<file path="src/rtl/washing_machine_prog.sv">
// Programmable washing machine controller: fill, optional heat, wash, drain,
// N rinse passes and spin, with phase timeouts, pause/resume, abort and latched fault.
module washing_machine_prog #(
  parameter int TIMER_W       = 16,
  parameter int FILL_TIMEOUT  = 1000,
  parameter int HEAT_TIMEOUT  = 5000,
  parameter int DRAIN_TIMEOUT = 1000,
  parameter int WASH_CYCLES   = 2000,
  parameter int RINSE_CYCLES  = 1000,
  parameter int SPIN_CYCLES   = 1500,
  parameter int RINSE_W       = 2
) (
  input  logic               clk,
  input  logic               rst_n,
  input  logic               start,
  input  logic               hot_wash,
  input  logic [RINSE_W-1:0] rinse_cnt,
  input  logic               pause,
  input  logic               abort,
  input  logic               err_clr,
  input  logic               full,
  input  logic               hot,
  input  logic               empty,
  output logic               heater,
  output logic               valve,
  output logic               motor,
  output logic               pump,
  output logic               door_lock,
  output logic               busy,
  output logic               done,
  output logic               error,
  output logic [3:0]         phase
);

  typedef enum logic [3:0] {
    S_IDLE  = 4'd0,
    S_FILL  = 4'd1,
    S_HEAT  = 4'd2,
    S_WASH  = 4'd3,
    S_DRAIN = 4'd4,
    S_RINSE = 4'd5,
    S_SPIN  = 4'd6,
    S_DONE  = 4'd7,
    S_ERROR = 4'd8
  } state_e;

  localparam logic [TIMER_W-1:0] FILL_LAST  = TIMER_W'(FILL_TIMEOUT - 1);
  localparam logic [TIMER_W-1:0] HEAT_LAST  = TIMER_W'(HEAT_TIMEOUT - 1);
  localparam logic [TIMER_W-1:0] DRAIN_LAST = TIMER_W'(DRAIN_TIMEOUT - 1);
  localparam logic [TIMER_W-1:0] WASH_LAST  = TIMER_W'(WASH_CYCLES - 1);
  localparam logic [TIMER_W-1:0] RINSE_LAST = TIMER_W'(RINSE_CYCLES - 1);
  localparam logic [TIMER_W-1:0] SPIN_LAST  = TIMER_W'(SPIN_CYCLES - 1);

  state_e             state_q, state_d;
  logic [TIMER_W-1:0] timer_q, timer_d;
  logic [RINSE_W-1:0] rinse_q, rinse_d;
  logic               rflag_q, rflag_d;
  logic               hotw_q, hotw_d;
  logic               abort_q, abort_d;
  logic               run;

  always_ff @(posedge clk or negedge rst_n) begin
    if (!rst_n) begin
      state_q <= S_IDLE;
      timer_q <= '0;
      rinse_q <= '0;
      rflag_q <= 1'b0;
      hotw_q  <= 1'b0;
      abort_q <= 1'b0;
    end else begin
      state_q <= state_d;
      timer_q <= timer_d;
      rinse_q <= rinse_d;
      rflag_q <= rflag_d;
      hotw_q  <= hotw_d;
      abort_q <= abort_d;
    end
  end

  // Abort outranks pause; pause suppresses timeouts and sensor/timer exits.
  always_comb begin
    state_d = state_q;
    timer_d = timer_q;
    rinse_d = rinse_q;
    rflag_d = rflag_q;
    hotw_d  = hotw_q;
    abort_d = abort_q;
    run     = 1'b0;
    case (state_q)
      S_IDLE: begin
        if (start) begin
          hotw_d  = hot_wash;
          rinse_d = rinse_cnt;
          rflag_d = 1'b0;
          state_d = S_FILL;
        end
      end
      S_FILL, S_HEAT, S_WASH, S_RINSE, S_SPIN: begin
        if (abort) begin
          abort_d = 1'b1;
          state_d = S_DRAIN;
        end else if (!pause) begin
          run = 1'b1;
          case (state_q)
            S_FILL: begin
              if (timer_q == FILL_LAST && !full) state_d = S_ERROR;
              else if (full) state_d = rflag_q ? S_RINSE : (hotw_q ? S_HEAT : S_WASH);
            end
            S_HEAT: begin
              if (timer_q == HEAT_LAST && !hot) state_d = S_ERROR;
              else if (hot) state_d = S_WASH;
            end
            S_WASH:  if (timer_q == WASH_LAST)  state_d = S_DRAIN;
            S_RINSE: if (timer_q == RINSE_LAST) state_d = S_DRAIN;
            default: if (timer_q == SPIN_LAST)  state_d = S_DONE;
          endcase
        end
      end
      S_DRAIN: begin
        if (abort) abort_d = 1'b1;
        if (!pause) begin
          run = 1'b1;
          if (timer_q == DRAIN_LAST && !empty) begin
            state_d = S_ERROR;
          end else if (empty) begin
            if (abort_q || abort) begin
              state_d = S_IDLE;
            end else if (rinse_q != '0) begin
              rinse_d = rinse_q - RINSE_W'(1);
              rflag_d = 1'b1;
              state_d = S_FILL;
            end else begin
              state_d = S_SPIN;
            end
          end
        end
      end
      S_DONE:  state_d = S_IDLE;
      S_ERROR: if (err_clr && empty) state_d = S_IDLE;
      default: state_d = S_IDLE;
    endcase
    if (state_d == S_IDLE) abort_d = 1'b0;
    if (state_d != state_q) timer_d = '0;
    else if (run) timer_d = timer_q + TIMER_W'(1);
  end

  // Moore decode from the state register; pause gates actuators immediately.
  always_comb begin
    heater    = 1'b0;
    valve     = 1'b0;
    motor     = 1'b0;
    pump      = 1'b0;
    door_lock = 1'b1;
    done      = 1'b0;
    error     = 1'b0;
    case (state_q)
      S_IDLE:  door_lock = 1'b0;
      S_FILL:  valve  = !pause;
      S_HEAT:  heater = !pause;
      S_WASH,
      S_RINSE: motor  = !pause;
      S_DRAIN: pump   = !pause;
      S_SPIN: begin
        motor = !pause;
        pump  = !pause;
      end
      S_DONE: begin
        door_lock = 1'b0;
        done      = 1'b1;
      end
      S_ERROR: begin
        error     = 1'b1;
        pump      = !empty;
        door_lock = !empty;
      end
      default: door_lock = 1'b0;
    endcase
  end

  assign busy  = (state_q != S_IDLE);
  assign phase = state_q;

endmodule

</file>
<file path="config.mk">
export PLATFORM = sky130hd
export DESIGN_NAME = washing_machine_prog
export DESIGN_NICKNAME = d
export VERILOG_FILES = /design/src/rtl/washing_machine_prog.sv
export SDC_FILE = /design/constraint.sdc
export NUM_CORES = 1
export LEC_CHECK = 0
export ABC_AREA = 1
export CAP_MARGIN = 5
export CELL_PAD_IN_SITES_DETAIL_PLACEMENT = 2
export CELL_PAD_IN_SITES_GLOBAL_PLACEMENT = 2
export CORE_AREA = 2 2 89 91
export CTS_CLUSTER_DIAMETER = 150
export CTS_CLUSTER_SIZE = 16
export DETAILED_ROUTE_END_ITERATION = 8
export DIE_AREA = 0 0 91 93
export DONT_BUFFER_PORTS = 1
export GPL_TIMING_DRIVEN = 0
export PLACE_DENSITY_LB_ADDON = 0.1
export REMOVE_ABC_BUFFERS = 1
export SLEW_MARGIN = 20
export SYNTH_ARGS = -nofsm -noshare
export SYNTH_HDL_FRONTEND = slang
export SYNTH_SLANG_ARGS = --single-unit
</file>
<file path="constraint.sdc">
create_clock -name clk -period 2.55 [get_ports clk]
set_input_delay 0.1275 -clock clk [delete_from_list [all_inputs] [get_ports clk]]
set_output_delay 0.1275 -clock clk [all_outputs]
set_load 0.005 [all_outputs]
</file>
==> metrics.md, run 1 <==
| Metric | Value |
|---|---|
| Status | `complete, no violations` |
| Die area | `0.00846 mm^2` |
| Row cnt | `32` |
| Final setup TNS | `0 ns` |
| DR WL/cell | `between 15 and 20 um` |
| CTS Buf Count | `3` |
| Crit path buffers/inverters | `3` |
| Initial antenna violation count | `0` |
| DR iter-0 viols | `57` |
| Most frequent CP cell | `nand2_2` |
| Clock power frac | `0.133` |
| Pleak | `0.978 nW` |
| Worst path slowest cell | `dfrtp_1` |
| Finish-stage setup viols | `0` |
| Fraction of registers with async set or reset after synthesis | `1.00` |
| First drt pass iteration count | `4` |
| Area grow syn2layout | `9.58%` |
| Die Wd | `approximately 90 um` |
| Initial Util | `0.271` |
| # IOs | `24` |
| Grt total ovfl | `0` |
| Worst r2r path cells | `12` |
| Synthesized instance count | `304` |
| Design area | `around 0.0022 mm^2` |
| Die extent in y | `93 um` |
| NetSw | `1.08 mW` |
| DP HPWL | `5200 um` |
| Core area | `0.00753 mm^2` |
| CTS tree | `done` |
| CTS max path bufs | `2` |
| Hold Fails Final Rpt | `0` |
| Worst vdd ir | `a little under 0.5 mV` |
| Inst Count DP | `403` |
| DRC viols | `0` |
| Tot GR Track Use | `0.165` |
| WL final | `6480 um` |
| Worst reg2reg startpoint | `phase[3]$_DFF_PN0_` |
| Critical path type | `register to register` |
| Hold_ws | `0.0232 ns` |
| Mapped Area | `approximately 0.0020 mm^2` |
| Slew headroom | `0.697` |
| Minimum clock period | `2.30 ns` |
| Top cells by count, synth | `nand2_1, nor2_1, inv_1, dfrtp_1, nand3_1` |
| HP Start | `rinse_cnt[1]` |
| CP endpoint kind | `register` |
| Synth warn | `0` |
| Pwr dens | `878 mW/mm^2` |
| P_int | `0.885 mW` |
| CP Launch Point | `phase[3]$_DFF_PN0_` |
| Final period util | `0.903` |
| Top cell type's share of synthesized area | `0.307` |
| Final ANT Viol Nets | `0` |
| Hold depth | `2` |
| Clk slew on worst S/H paths | `0.10 ns` |
| First-pass GRT wire length | `about 11000 um` |
| Clk_skew | `0.00353 ns` |
| Worst hold path type | `input port to register` |
| Number of port buffers | `0` |
| Sw Share | `0.549` |
| Via count | `1931` |
| N_diodes | `0` |
| Max Transition Viols Final | `0` |
| Most area-hungry cell type in the Yosys netlist | `dfrtp_1` |
| Unrepaired setup endpoints after global routing | `false` |
| Post-synth EDFFs | `0` |
| Sequential power share | `0.283` |
| Fmax | `roughly 430 MHz` |
| Maxcap violations | `0` |
| Data required, critical path | `about 2.7 ns` |
| Placer Congestion | `0.778` |
| CP max FO | `9` |
| Critical path depth | `12` |
| CTS root buf | `clkbuf_8` |
| Logic pwr share | `0.585` |
| Worst Setup Start Kind | `register` |
| Slew @ Worst Pin | `approximately 0.45 ns` |
| H-Tree Depth | `1` |
| # nets final | `323` |
| Post-synthesis sequential area ratio | `0.307` |
| Most frequent cell after synthesis | `nand2_1` |
| Layout cells sized above 1 | `0.153` |
| Clock Latency Late Sink | `0.28 ns` |
| Slowest stage delay, CP | `0.48 ns` |
| Post-Place Cell Area | `~0.0021 mm^2` |
| CP cell instances | `inv_2 -> nand2_2 -> inv_2 -> nand2_2 -> nor2_1 -> inv_1 -> nand2_2 -> nand4_1 -> nor2_1 -> nand3_1 -> xor2_1 -> nor2_4` |
| Most used DFF post-synth | `dfrtp_1` |
| Post-synthesis average cell area | `6.70 um^2` |
| Sink Count | `25` |
| Largest cells by area after synthesis | `dfrtp_1, nand2_1, nor2_1, inv_1, nor2_4` |
| Via/cell ratio | `between 4 and 5` |
| Number of global-route vias before repair | `2071` |
| Largest net degree at the start of global routing | `26` |
| Layout Cells excl Fill | `410` |
| Post-synthesis cell type count | `32` |
| Filler cell count in the final layout | `between 900 and 1000` |
| Largest delay share family, worst path | `simple AND/OR/NAND/NOR gates` |
| Critical path arrival | `2.48 ns` |
| FF+latch count, synth | `25` |
worst paths after layout:
check / to / slack (ns)
hold / removal: rinse_q[1]$_DFFE_PN0P_ / 0.02
hold reg to reg: rflag_q$_DFFE_PN0P_ / 0.54
setup reg to reg: timer_q[14]$_DFFE_PN0P_ / 0.25
min in group asynchronous: timer_q[13]$_DFFE_PN0P_ / 0.27
setup / recovery: timer_q[14]$_DFFE_PN0P_ / 0.25
max in group asynchronous: phase[0]$_DFF_PN0_ / 2.10
routing by layer:
metal,global-route usage,vias to the layer above,wire (um)
met4,0.0417,0,68
met5,0,-,0
li1,-,953,-
met1,0.240,953,3390
met2,0.257,20,2850
met3,0.0226,5,167
kinds of logic (layout without fill, tap and decap cells):
family	count (synthesis)	in the layout	share of synthesized area
and+or+nand+nor	185	185	0.441
buffers and inverters	53	57	0.108
DFF	25	25	0.307
AOI/OAI and AO/OA	24	24	0.0675
xor gates and xnor gates	15	15	0.0645
adders and majority gates	2	2	0.0123
power by group through the flow:
stage	combinational, mW	clock, mW	sequential (mW)
2_1_floorplan	0.842	0	0.533
3_3_place_gp	1.09	0	0.559
3_5_place_dp	1.11	0	0.563
4_1_cts	1.13	0.277	0.555
5_1_grt	1.30	0.292	0.568
6_report	1.15	0.260	0.554
registers in the layout, summed over array words and instances (netlist names):
signal   count
abort_q      1
hotw_q       1
phase        4
rflag_q      1
rinse_q      2
timer_q     16
final cells by class:
| class | instances | area (um^2) | area share |
|---|---|---|---|
| clock buffer | 3 | 41.3 | 0.0185 |
| tap | 102 | 128 | 0.0571 |
| timing repair buffer | 3 | 40.0 | 0.0179 |
| sequential | 25 | 628 | 0.281 |
| multi-input combinational | 226 | 1200 | 0.539 |
| clock inverter | 1 | 5.00 | 0.00224 |
| inverter | 50 | 188 | 0.0840 |
layout by cell type (no fill, tap or decap), types with 2 or more instances in the layout:
| cell type | instances |
|---|---|
| inv_1 | 38 |
| nand2_1 | 66 |
| o211ai_1 | 2 |
| dlygate4sd3_1 | 2 |
| clkbuf_8 | 3 |
| nor4_1 | 3 |
| dfrtp_2 | 2 |
| nand4_1 | 4 |
| nand3_1 | 23 |
| nor2_1 | 53 |
| xor2_1 | 14 |
| o21ai_0 | 6 |
| clkinv_1 | 2 |
| inv_2 | 10 |
| dfrtp_1 | 23 |
| nor2_4 | 12 |
| nand2_2 | 11 |
| a21oi_1 | 9 |
| nor2_2 | 2 |
| nand3b_1 | 2 |
| o21ai_1 | 2 |
| nor3_1 | 6 |
per-stage QoR:
| step | utilization | total power [mW] | worst slack (ns) |
|---|---|---|---|
| floorplan | - | 1.37 | 0.701 |
| global placement | 0.283 | 1.65 | 0.194 |
| detailed placement | 0.283 | 1.68 | 0.153 |
| CTS | 0.295 | 1.97 | 0.122 |
| global route | 0.297 | 2.16 | 0.0152 |
| finish | 0.297 | 1.96 | 0.248 |
repair_timing:
item	CTS	global route
resized for setup	0	4
setup endpoints to repair	0	16
hold buffers	3	0
endpoints found under the hold margin	26	0
buffers inserted	0	0
Note: power is estimated with default switching activity, not from simulation.
==> run 2, diff against run 1 <==
Settings changed: CORE_AREA 2 2 89 91 to 2 2 80 82, DIE_AREA 0 0 91 93 to 0 0 82 84.
==> run 2 against run 1 <==
  * Register-to-register slack about the same
  * First-iteration DRC count unchanged
  * Clock skew up 0.0027 ns
  * Wire length down 3.3%
  * Clock power up 2%
  * Count of clock-buffer cells in the layout up 1
  * Final cell count down 6.1%
  * Critical path type unchanged
  * Largest cell class unchanged
==> metrics.md, run 2 (synthesis gave the netlist of run 1 again) <==
| Metric | Value |
|---|---|
| Post-Place Cell Area | `0.00210 mm^2 (-1.5%)` |
| Worst hold path type | `input port to register` |
| Slew @ Worst Pin | `0.495 ns (+0.0454 ns)` |
| N_diodes | `0 (unchanged)` |
| Initial antenna violation count | `0 (unchanged)` |
| Final setup TNS | `0 ns (unchanged)` |
| Die extent in y | `84 um (-9.7%)` |
| H-Tree Depth | `1 (unchanged)` |
| First-pass GRT wire length | `10800 um (-1.2%)` |
| Die Wd | `82 um (-9.9%)` |
| Tot GR Track Use | `0.203 (+0.0384)` |
| Maxcap violations | `0 (unchanged)` |
| Critical path type | `register to register` |
| Sink Count | `25 (unchanged)` |
| Number of flip-flops in the largest register | `16 (unchanged)` |
| DP HPWL | `5040 um (-3.0%)` |
| Clock Latency Late Sink | `0.28 ns (about the same)` |
| Core area | `0.00610 mm^2 (-19%)` |
| Number of global-route vias before repair | `2112 (+2.0%)` |
| Fmax | `436 MHz (+0.34%)` |
| # IOs | `24 (unchanged)` |
| Critical path arrival | `2.47 ns (about the same)` |
| Largest net degree at the start of global routing | `26 (unchanged)` |
| CP max FO | `9 (unchanged)` |
| Hold Fails Final Rpt | `0 (unchanged)` |
| Area grow syn2layout | `8.10%` |
| Min setup slack post-route | `0.255 ns (+0.00769 ns)` |
| Via count | `1919 (-0.62%)` |
| Pwr dens | `903 mW/mm^2 (+2.9%)` |
| Row cnt | `29 (-9.4%)` |
| WL final | `6270 um (-3.3%)` |
| Layout cells sized above 1 | `0.146 (-0.00649)` |
| Via/cell ratio | `4.98 (+5.8%)` |
| CTS max path bufs | `2 (unchanged)` |
| Finish-stage setup viols | `0 (unchanged)` |
| R2R setup slack | `0.26 ns (about the same)` |
| CTS root buf | `clkbuf_8` |
| DR WL/cell | `16.3 um (+3.0%)` |
| Pleak | `0.979 nW (+0.18%)` |
| Post-Place Worst Slack | `0.186 ns (+0.0329 ns)` |
| Data required, critical path | `2.73 ns (about the same)` |
| Hold_ws | `0.0343 ns (+0.0111 ns)` |
| Clk slew on worst S/H paths | `0.11 ns (about the same)` |
| Number of port buffers | `0 (unchanged)` |
| Unrepaired setup endpoints after global routing | `false` |
| Slew headroom | `0.667 (-0.0305)` |
| DRC viols | `0 (unchanged)` |
| Final period util | `0.900 (-0.00302)` |
| Top reg by flops | `timer_q` |
| Initial Util | `0.334 (+0.0636)` |
| Design area | `0.00220 mm^2 (-1.3%)` |
| CTS tree | `done` |
| DR iter-0 viols | `57 (unchanged)` |
| Placer Congestion | `0.788 (+1.2%)` |
| First drt pass iteration count | `4 (unchanged)` |
| Final ANT Viol Nets | `0 (unchanged)` |
| Worst vdd ir | `0.509 mV (+5.3%)` |
| Minimum clock period | `2.29 ns (-0.00769 ns)` |
| CTS Buf Count | `3 (unchanged)` |
| Worst Setup Start Kind | `register` |
| Grt total ovfl | `0 (unchanged)` |
| Clk_skew | `0.00623 ns (+0.00270 ns)` |
| # nets final | `323 (unchanged)` |
| CP endpoint kind | `register` |
| Die area | `0.00689 mm^2 (-19%)` |
| Status | `complete, no violations` |
| Setup bufs post-CTS | `0 (unchanged)` |
| Commonest cells after routing, fill and taps aside | `nand2_1, nor2_1, inv_1` |
| Commonest non-fill, non-tap cell in the layout | `nand2_1` |
| Max Transition Viols Final | `0 (unchanged)` |
| Filler cell count in the final layout | `783 (-19%)` |
-- run 2: worst max-delay path: stages (launching register included) --
cell and delay, ns:
dfrtp_1 0.47, inv_2 0.13, nand2_2 0.12, inv_2 0.10, nand2_2 0.10, nor2_1 0.16, inv_1 0.09, nand2_2 0.21
nand4_1 0.18, nor2_1 0.21, nand3_1 0.11, xor2_1 0.24, nor2_4 0.06
-- run 2: report_power, final --
part | switching, mW | internal (mW)
Combinational | 0.852 | 0.316
Sequential | 0.0912 | 0.465
Clock | 0.154 | 0.113
-- run 2: repair_timing --
item / CTS / global route
hold buffers: 3 / 0
endpoints found under the setup margin: 0 / 11
gates resized for setup: 0 / 4
endpoints found under the hold margin: 26 / 0
-- run 2: layout make-up --
type	instances	area, um^2	share of cell area
Multi-Input combinational cell	226	1210	0.547
Sequential cell	25	628	0.285
Inverter	50	188	0.0852
Tap cell	77	96.3	0.0437
Clock buffer	4	45.0	0.0204
Timing Repair Buffer	3	40.0	0.0182
-- run 2: path summary, 6_finish.rpt --
path,from,end,cells past startpoint
worst max-delay path,phase[3]$_DFF_PN0_,timer_q[14]$_DFFE_PN0P_,12
min in group asynchronous,rst_n,timer_q[13]$_DFFE_PN0P_,2
max in group asynchronous,rst_n,phase[0]$_DFF_PN0_,2
worst min register to register,abort_q$_DFFE_PN0P_,abort_q$_DFFE_PN0P_,2
worst max register to register,phase[3]$_DFF_PN0_,timer_q[14]$_DFFE_PN0P_,12
worst min-delay path,rinse_cnt[1],rinse_q[1]$_DFFE_PN0P_,2
-- run 2: metrics by stage --
| step | instances | util | total power, mW |
|---|---|---|---|
| floorplan | 301 | - | 1.37 |
| global placement | 378 | 0.345 | 1.64 |
| detailed placement | 378 | 0.345 | 1.69 |
| CTS | 385 | 0.359 | 1.98 |
| global route | 385 | 0.361 | 2.19 |
| finish | 385 | 0.361 | 1.99 |
-- run 2: per-layer routing --
metal  part of all wire  up-vias  GRT usage
met1               0.51      951      0.296
met2               0.47       17      0.326
met5                  0        -          0
li1                   -      947          -
met3              0.016        4     0.0184
met4             0.0064        0     0.0364
==> run 3, diff against run 2 <==
Settings changed: REMOVE_ABC_BUFFERS 1 to default, SLEW_MARGIN 20 to 5.
==> run 3 against run 2 <==
  * Die area unchanged
  * Critical endpoint is now timer_q[12]$_DFFE_PN0P_
  * Sequential cell count unchanged
  * Critical path type unchanged
  * Final cell count up 0.78%
  * Sequential share of layout area down 0.34 points
  * Wire length up 2.1%
==> metrics.md, run 3 (synthesis gave the netlist of run 1 again) <==
| Metric | Value |
|---|---|
| Status | `complete, no violations` |
| Worst path slowest cell | `dfrtp_1` |
| Slew @ Worst Pin | `0.536 ns (+0.0411 ns)` |
| First-pass GRT wire length | `10800 um (+0.32%)` |
| CTS-repair resized insts | `0 (unchanged)` |
| Grt total ovfl | `0 (unchanged)` |
| DRC viols | `0 (unchanged)` |
| Finish-stage setup viols | `0 (unchanged)` |
| CP max FO | `10 (+1)` |
| Area grow syn2layout | `8.96%` |
| Number of global-route vias before repair | `2105 (-0.33%)` |
| Worst hold path type | `input port to register` |
| Initial antenna violation count | `0 (unchanged)` |
| First drt pass iteration count | `4 (unchanged)` |
| Die area | `0.00689 mm^2 (unchanged)` |
| # nets final | `326 (+0.93%)` |
| Slowest stage delay, CP | `0.53 ns (+0.06 ns)` |
| N_diodes | `0 (unchanged)` |
| Filler cell count in the final layout | `776 (-0.89%)` |
| Register area | `626 um^2 (-0.40%)` |
| Crit path buffers/inverters | `2 (-1)` |
| DP HPWL | `5060 um (+0.44%)` |
| Fmax | `430 MHz (-1.4%)` |
| Data required, critical path | `2.77 ns (+0.04 ns)` |
| Clock Latency Late Sink | `0.28 ns (about the same)` |
| Area of the multi-input gates | `0.00119 mm^2 (-1.1%)` |
| Commonest non-fill, non-tap cell in the layout | `nand2_1` |
| CTS tree | `done` |
| NetSw | `1.08 mW (-1.7%)` |
| Cts hold-fix bufs | `3 (unchanged)` |
| Clk_skew | `0.00597 ns (-0.000263 ns)` |
| Unrepaired setup endpoints after global routing | `false` |
| CTS max path bufs | `2 (unchanged)` |
| Final ANT Viol Nets | `0 (unchanged)` |
| Post-Place Cell Area | `0.00213 mm^2 (+1.5%)` |
| Setup bufs post-CTS | `0 (unchanged)` |
| CTS Buf Count | `3 (unchanged)` |
| Sw Share | `0.532 (-0.0186)` |
| Clock power frac | `0.127 (-0.007)` |
| Sink Count | `25 (unchanged)` |
| CP endpoint kind | `register` |
| H-Tree Depth | `1 (unchanged)` |
| Sequential power share | `0.264 (-0.016)` |
| Top reg by flops | `timer_q` |
| WL final | `6400 um (+2.1%)` |
| Critical path arrival | `2.55 ns (+0.08 ns)` |
| Tot GR Track Use | `0.203 (about the same)` |
| Final setup TNS | `0 ns (unchanged)` |
| Synth Net Count | `around 320` |
| Pleak | `1.00 nW (+2.5%)` |
| Layout Cells excl Fill | `388 (+0.78%)` |
| Row cnt | `29 (unchanged)` |
| Maxcap violations | `0 (unchanged)` |
| Max Transition Viols Final | `0 (unchanged)` |
| Largest delay share family, worst path | `simple AND/OR/NAND/NOR gates` |
| Via count | `1928 (+0.47%)` |
| Largest net degree at the start of global routing | `26 (unchanged)` |
| CP cell instances | `inv_2 -> nand2_1 -> o21ai_2 -> nand2_2 -> nor2_1 -> nand4_1 -> nand2_1 -> nand2_2 -> nand2_1 -> nand2_1 -> nor2_4 -> nand2_4 -> buf_12 -> nor2_4` |
| Commonest cells after routing, fill and taps aside | `nand2_1, nor2_1, inv_1` |
| Initial Util | `0.334 (unchanged)` |
| DR WL/cell | `16.5 um (+1.3%)` |
| Inst Count DP | `381 (+0.79%)` |
| Die Wd | `82 um (unchanged)` |
| CTS root buf | `clkbuf_8` |
| Number of flip-flops in the largest register | `16 (unchanged)` |
| Slew headroom | `0.639 (-0.0276)` |
| Final period util | `0.913 (+0.0129)` |
| Placer Congestion | `0.814 (+3.4%)` |
| Clk slew on worst S/H paths | `0.10 ns (about the same)` |
| Via/cell ratio | `4.97 (-0.31%)` |
| Pwr dens | `912 mW/mm^2 (+0.93%)` |
| Most frequent CP cell | `nand2_1` |
| P_int | `0.947 mW (+5.9%)` |
| Critical path type | `register to register` |
| # IOs | `24 (unchanged)` |
| Core area | `0.00610 mm^2 (unchanged)` |
| Logic pwr share | `0.610 (+0.023)` |
| Die extent in y | `84 um (unchanged)` |
| Hold Fails Final Rpt | `0 (unchanged)` |
| DR iter-0 viols | `72 (+26%)` |
| Layout cells sized above 1 | `0.151 (+0.00502)` |
| Minimum clock period | `2.33 ns (+0.0329 ns)` |
| Design area | `0.00222 mm^2 (+0.80%)` |
| Worst vdd ir | `0.574 mV (+13%)` |
| Number of port buffers | `0 (unchanged)` |
| Worst Setup Start Kind | `register` |
==> run 3: routing by layer <==
layer / global-route usage / share of wire / vias up
met5: 0 / 0 / -
met4: 0.0318 / 0.0045 / 0
met3: 0.0227 / 0.016 / 2
met2: 0.313 / 0.45 / 14
met1: 0.308 / 0.53 / 953
li1: - / - / 959
==> run 3: final cells by class <==
cell class	count	share of cell area
multi-input cells	226	0.537
repair buffers	3	0.0180
clock buffers	3	0.0186
plain buffers	3	0.0146
inverters	50	0.0845
well taps	77	0.0434
clock inverters	1	0.00225
flip-flops and latches	25	0.282
==> run 3: metrics by stage <==
step | hold WS (ns) | util | power [mW] | worst slack (ns)
after floorplan | -0.168 | - | 1.47 | 0.719
after global placement | -0.167 | 0.350 | 1.74 | 0.257
after detailed placement | -0.167 | 0.350 | 1.77 | 0.226
after CTS | 0.0223 | 0.364 | 2.06 | 0.206
after global routing | 0.0545 | 0.364 | 2.21 | 0.0145
final | 0.0309 | 0.364 | 2.02 | 0.222
==> run 3: worst register-to-register path: cells and delay by family (launching register included) <==
| family | cells | cell delay, ns |
|---|---|---|
| buf+inv | 2 | 0.41 |
| flops | 1 | 0.53 |
| compound gates | 1 | 0.19 |
| simple gates | 11 | 1.15 |
==> run 3: power groups by stage <==
stage	combinational [mW]	clock [mW]	sequential, mW
2_1_floorplan	0.953	0	0.519
3_3_place_gp	1.20	0	0.540
3_5_place_dp	1.23	0	0.544
4_1_cts	1.25	0.274	0.536
5_1_grt	1.38	0.287	0.546
6_report	1.23	0.257	0.534
==> run 3: path summary, 6_finish.rpt <==
kind | slack [ns] | depth (start not counted) | startpoint | endpoint
setup / recovery | 0.22 | 14 | phase[1]$_DFF_PN0_ | timer_q[12]$_DFFE_PN0P_
hold / removal | 0.03 | 2 | rinse_cnt[1] | rinse_q[1]$_DFFE_PN0P_
setup reg to reg | 0.22 | 14 | phase[1]$_DFF_PN0_ | timer_q[12]$_DFFE_PN0P_
hold reg to reg | 0.56 | 2 | rinse_q[1]$_DFFE_PN0P_ | rinse_q[1]$_DFFE_PN0P_
max in group asynchronous | 2.01 | 2 | rst_n | phase[2]$_DFF_PN0_
min in group asynchronous | 0.37 | 2 | rst_n | timer_q[2]$_DFFE_PN0P_
